**config.mk**
```make
export PLATFORM = sky130hd
export DESIGN_NAME = uart_tx_arbiter
export DESIGN_NICKNAME = d
export VERILOG_FILES = /design/src/rtl/uart_tx_arbiter.sv
export SDC_FILE = /design/constraint.sdc
export NUM_CORES = 1
export LEC_CHECK = 0
export CAP_MARGIN = 20
export CORE_MARGIN = 4
export CORE_UTILIZATION = 43
export DETAILED_ROUTE_END_ITERATION = 10
export PLACE_DENSITY = 0.72
export SLEW_MARGIN = 20
export SYNTH_ARGS = -nofsm -noshare
export SYNTH_HDL_FRONTEND = slang
export SYNTH_SLANG_ARGS = --single-unit
```
**constraint.sdc**
```tcl
create_clock -name clk -period 1.87 [get_ports clk]
set_input_delay 0.4675 -clock clk [delete_from_list [all_inputs] [get_ports clk]]
set_output_delay 0.4675 -clock clk [all_outputs]
set_load 0.01 [all_outputs]
```
**src/rtl/uart_tx_arbiter.sv**
```systemverilog
// Two-requester round-robin front end for a UART transmitter: grants one byte
// per frame, watches for a missing tx_done_tick and spaces frames by s_tick gaps.
module uart_tx_arbiter #(
  parameter int GAP_TICKS     = 16,
  parameter int TIMEOUT_TICKS = 256
) (
  input  logic       clk,
  input  logic       reset,
  input  logic       s_tick,
  input  logic       req0,
  input  logic [7:0] din0,
  input  logic       req1,
  input  logic [7:0] din1,
  output logic       ack0,
  output logic       ack1,
  output logic       tx_start,
  output logic [7:0] tx_din,
  input  logic       tx_done_tick,
  output logic       busy,
  output logic       grant_id,
  output logic       timeout_err
);

  typedef enum logic [1:0] {IDLE, START, BUSY, GAP} state_t;

  localparam bit         HAS_GAP      = (GAP_TICKS > 0);
  localparam logic [8:0] TIMEOUT_LAST = 9'(TIMEOUT_TICKS - 1);
  localparam logic [8:0] GAP_LAST     = HAS_GAP ? 9'(GAP_TICKS - 1) : 9'd0;

  state_t     state_reg;
  logic [8:0] cnt_reg;
  logic       last_grant_reg;
  logic       pick1;

  // On a tie, the requester that was not served last wins.
  assign pick1 = req1 && (!req0 || !last_grant_reg);

  always_ff @(posedge clk or negedge reset) begin
    if (!reset) begin
      state_reg      <= IDLE;
      cnt_reg        <= 9'd0;
      last_grant_reg <= 1'b1;
      tx_din         <= 8'h00;
      grant_id       <= 1'b0;
      ack0           <= 1'b0;
      ack1           <= 1'b0;
      tx_start       <= 1'b0;
      busy           <= 1'b0;
      timeout_err    <= 1'b0;
    end else begin
      ack0        <= 1'b0;
      ack1        <= 1'b0;
      tx_start    <= 1'b0;
      timeout_err <= 1'b0;
      case (state_reg)
        IDLE: begin
          if (req0 || req1) begin
            tx_din    <= pick1 ? din1 : din0;
            grant_id  <= pick1;
            ack0      <= !pick1;
            ack1      <= pick1;
            busy      <= 1'b1;
            state_reg <= START;
          end
        end
        START: begin
          tx_start  <= 1'b1;
          cnt_reg   <= 9'd0;
          state_reg <= BUSY;
        end
        BUSY: begin
          // A completing frame takes priority over a simultaneous timeout.
          if (tx_done_tick || (s_tick && cnt_reg == TIMEOUT_LAST)) begin
            timeout_err    <= !tx_done_tick;
            last_grant_reg <= grant_id;
            cnt_reg        <= 9'd0;
            if (HAS_GAP) begin
              state_reg <= GAP;
            end else begin
              state_reg <= IDLE;
              busy      <= 1'b0;
            end
          end else if (s_tick) begin
            cnt_reg <= cnt_reg + 9'd1;
          end
        end
        GAP: begin
          if (s_tick) begin
            if (cnt_reg == GAP_LAST) begin
              cnt_reg   <= 9'd0;
              state_reg <= IDLE;
              busy      <= 1'b0;
            end else begin
              cnt_reg <= cnt_reg + 9'd1;
            end
          end
        end
        default: begin
          state_reg <= IDLE;
          busy      <= 1'b0;
        end
      endcase
    end
  end

endmodule
```
* Word-level counts from Yosys, hierarchy flattened
Cells that the tools add are included.
Word-level totals: output and inout bits 14, input port bits 22, register bits after elaboration 26, logic and storage cells 60
Cells by class: reductions and logical operators 17, eq/ne operators 10, $add $sub $neg 1, mux-type cells 22
Operators by type and width (number):
- $mux W9 | 4
- $pmux W9 S3 | 1
- $mux W1 | 10
- $add A9 B1 Y9 const B | 1
- $eq A9 B4 Y1 const B | 1
- $eq A9 B8 Y1 const B | 1
- $mux W2 | 4
- $mux W8 | 1
- $ne A2 B2 Y1 const B | 4
- $pmux W2 S4 | 1
- $reduce_and A4 Y1 | 2
- $eq A2 B2 Y1 const B | 2
- $logic_not A1 Y1 | 4
- $reduce_and A2 Y1 | 2
- $logic_or A1 B1 Y1 | 3
- $ne A3 B3 Y1 const B | 1
- $reduce_and A3 Y1 | 1
- $reduce_bool A3 Y1 | 1
- $eq A2 B1 Y1 const B | 1
- $logic_and A1 B1 Y1 | 2
- $logic_not A2 Y1 | 1
- $pmux W1 S2 | 1
- $reduce_bool A2 Y1 | 1

* Depth between registers and ports, before layout
depth after elaboration 6, mapped depth 9

* Least setup slack after synthesis
Ideal clock, no wire load.
path kind register -> register, start register cnt_reg[0], end register last_grant_reg, cell stages (with the launch flop) 10, setup time 82 ps, period minus slack after synthesis 1838 ps, arrival time 1756 ps, path slack 32 ps, data required time 1788 ps, cell sequence dfrtp_1 ha_1 and3_1 nand3_1 nor2_1 ha_1 nand2_1 inv_1 o21ai_0 mux2_2
On the way: longest elaborated chain between the ends 4
Ends and longest elaborated chain:
- from (decl) | RTL line 31 | logic [8:0] cnt_reg;
- from (signal assigned) | RTL line 84 | cnt_reg <= cnt_reg + 9'd1;
- from (signal assigned) | RTL line 94 | cnt_reg <= cnt_reg + 9'd1;
- $eq A9 B8 Y1 | RTL line 73 | if (tx_done_tick || (s_tick && cnt_reg == TIMEOUT_LAST)) begin
- $logic_and A1 B1 Y1 | RTL line 73
- $logic_or A1 B1 Y1 | RTL line 73
- $reduce_and A2 Y1 (no source line)
- to (signal assigned) | RTL line 75 | last_grant_reg <= grant_id;
- to (decl) | RTL line 32 | logic last_grant_reg;
Every way passes these cells. A chain may end at the register's enable or synchronous reset.

* Worst setup path after layout
start register state_reg[1], end register cnt_reg[5]
On the way: longest elaborated chain between the ends 3, elaborated cells between the ends (all ways) 8, classes of those cells 5 x eq/ne; 1 x mux; 2 x reduce/logical
Ends and longest elaborated chain:
- from (decl) | RTL line 30 | state_t state_reg;
- from (signal assigned) | RTL line 40 | state_reg <= IDLE;
- from (signal assigned) | RTL line 63 | state_reg <= START;
- from (signal assigned) | RTL line 69 | state_reg <= BUSY;
- $eq A2 B2 Y1 or $eq A2 B1 Y1 (tied branches) | RTL line 55 | case (state_reg)
- $ne A3 B3 Y1 (no source line) (tied with other cells)
- $reduce_and A3 Y1 (no source line)
Several ways; a longest one is shown, not always the timed one.

==> summary.md <==
| Metric | Value |
|---|---|
| All-Layer GR Usage | `18.81%` |
| Starting Density | `44.59%` |
| Crit-path max FO | `3` |
| Slowest-stage cell, CP | `or3_2` |
| Antenna violations before repair | `0` |
| Cells after Synth | `136` |
| Clk_lat worst skew | `0.33 ns` |
| Worst Clk Skew | `0.003815 ns` |
| Vias per cell | `5.298` |
| Synth top area cells | `dfrtp_1, o21ai_0, ha_1, nand2_1, mux2i_1` |
| CTS tree | `done` |
| Leak | `0.0009585 uW` |
| CTS clock-pin slew for the worst setup and hold paths | `0.15 ns` |
| Final core utilization | `70.25%` |
| Synth Cell Area | `1361 um2` |
| Psw | `1034 uW` |
| Num CTS Buffers | `3` |
| Layout cells sized above 1 | `31.86%` |
| Largest net degree at the start of global routing | `27` |
| Number of global-route vias before repair | `1328` |
| Primary FF master, synth | `dfrtp_1` |
| H-tree Lvls | `1` |
| Register-to-register setup slack | `0.009 ns` |
| Die Width | `64.27 um` |
| First-pass GRT wire length | `6.265 mm` |
| Comb power frac | `59.1%` |
| Non-Filler Instances | `248` |
| Top cell type's share of synthesized area | `45.96%` |
| Clock Sinks | `26` |
| Worst Path Arrival | `2.11 ns` |
| Iter 0 DRT Violations | `48` |
| Area leader, netlist | `dfrtp_1` |
| Worst Path Required | `2.12 ns` |
| Min-Delay Path Class | `in2async` |
| Wire per inst | `15.14 um` |
| Final cycle utilization of the critical path | `99.50%` |
| Minimum clock period | `1.861 ns` |
| Clock network fraction of design power | `10.5%` |
| Tightest Pin Transition | `0.3366 ns` |
| Chip Height | `64.27 um` |
| Clock Path Buffers | `2` |
| Congestion Overflow GR | `0` |
| CP Capture Type | `register` |
| Crit-path max cell delay | `0.47 ns` |
| Syn nets | `164` |
| Worst hold slack | `0.4975 ns` |
| Num ports | `36` |
| Run status | `finished, final reports clean` |
| DR DRC count | `0` |
| Final Max Tran Viols | `0` |
| Worst Path Buf+Inv | `1` |
| Cell area after layout | `2145 um2` |
| Area Growth Syn to Fin | `57.54%` |
| Drt first pass iters | `5` |
| Crit path launch type | `register` |
| Total die area | `4130 um2` |
| # Max-Cap Violations | `0` |
| Ys Warns | `0` |
| P_int | `1755 uW` |
| Antenna viol nets, final | `0` |
| Flops & latches, synth | `26` |
| CTS Hold Bufs | `0` |
| Number of diodes | `0` |
| R2R depth | `5` |
| Clock root buffer | `clkbuf_4` |
| Seq pwr share | `30.4%` |
| CORE AREA | `3053 um2` |
| Final net count | `233` |
| Setup violations, final | `0` |
| Worst path top cell family by delay | `compound AO/OA/AOI/OAI gates` |
| Relative slew margins | `77.56%` |
| GPL Wtd Cong | `0.8936` |
| Syn_area_per_cell | `10.01 um2` |
| Post-synth EDFFs | `0` |
| Switching share of power | `37.07%` |
| Sequential area share after synthesis | `47.89%` |
| Kind of critical path | `reg2reg` |
| Maximum VDD drop | `0.8134 mV` |
| Inst Count DP | `233` |
| Max Freq | `537.5 MHz` |
| Max reg flops | `9` |
| Cells along the critical path | `buf_4 -> ha_1 -> o31a_1 -> or3_2 -> o22ai_2` |
| Via count | `1314` |
| Final Hold Viols | `0` |
| Number of library cell types mapped by synthesis | `40` |
| Pwr Density | `1301 nW/um2` |
| Post-DP HPWL | `2.701 mm` |
| DRT Wirelength | `3.754 mm` |
| DP Area | `1914 um2` |
| Port Buffers | `35` |
| Num rows | `20` |
| Critical Path Stages | `5` |
| FFs w/ async S/R, synth | `100.0%` |
repair_timing:
action                     CTS  global route
gates resized for setup      4            24
setup buffers                2             9
pin swaps                    0             6
setup endpoints to repair    3            13
metrics by stage:
stage	setup TNS [ns]	worst slack (ns)	total power [uW]
3_3_place_gp	-0.4458	-0.08608	2199
3_5_place_dp	-0.6801	-0.1524	2263
5_1_grt	-0.08998	-0.05011	2996
6_report	0	0.009425	2790
2_1_floorplan	0	0.03200	1553
4_1_cts	0	0.01065	2567
layout make-up:
cell class                      count  area [um2]
Multi-Input combinational cell    100       775.7
Clock buffer                        4       36.28
Tap cell                           44       55.05
Inverter                            6       22.52
Fill cell                         254       908.4
Timing Repair Buffer               68       601.8
Sequential cell                    26       653.1
cell families after synthesis:
family | after synthesis | synth area share (%)
adders and majority gates | 6 | 5.515
and+or+nand+nor | 45 | 16.91
DFF | 26 | 47.89
AOI/OAI and AO/OA | 40 | 19.67
muxes | 9 | 7.077
buffers and inverters | 10 | 2.941
cells in the final DEF, fill, tap and decap left out, types with 3 or more instances in the layout:
| cell type | n |
|---|---|
| ha_2 | 3 |
| nand3_1 | 3 |
| a21oi_1 | 5 |
| dfrtp_1 | 24 |
| o21ai_0 | 15 |
| clkbuf_4 | 3 |
| nand2b_1 | 3 |
| inv_1 | 5 |
| nand2_1 | 17 |
| buf_4 | 32 |
| clkdlybuf4s50_1 | 35 |
| mux2i_1 | 7 |
| o21ai_1 | 3 |
synth_stat cells (all sizes together) (2+ instances only):
library cell	count
a21oi	6
and3	2
buf	2
clkbuf	2
dfrtp	25
ha	6
inv	6
mux2	2
mux2i	7
nand2	19
nand2b	3
nand3	5
nor2	4
nor2b	2
nor3	4
o21ai	19
o31a	3
o31ai	3
power groups by stage:
stage	Clock, uW	Combinational [uW]	Sequential [uW]
floorplan	0	637	916
global placement	0	1350	848
detailed placement	0	1400	861
CTS	293	1430	849
global route	330	1800	867
finish	294	1650	847
layer usage:
metal	vias to the layer above	track usage, %	routed length [um]
met2	46	34.54	1916
met3	12	4.218	235
met1	633	22.00	1499
met5	-	0	0
li1	623	-	-
met4	0	4.485	102
worst paths after layout:
path | startpoint | end
max | state_reg[1] | cnt_reg[5]
min | reset | tx_din[0]
max reg2reg | state_reg[1] | cnt_reg[5]
min reg2reg | tx_din[4] | tx_din[4]
max in group asynchronous | reset | last_grant_reg
min in group clk | tx_din[4] | tx_din[4]
No activity file was read; power rests on OpenSTA's default activity.
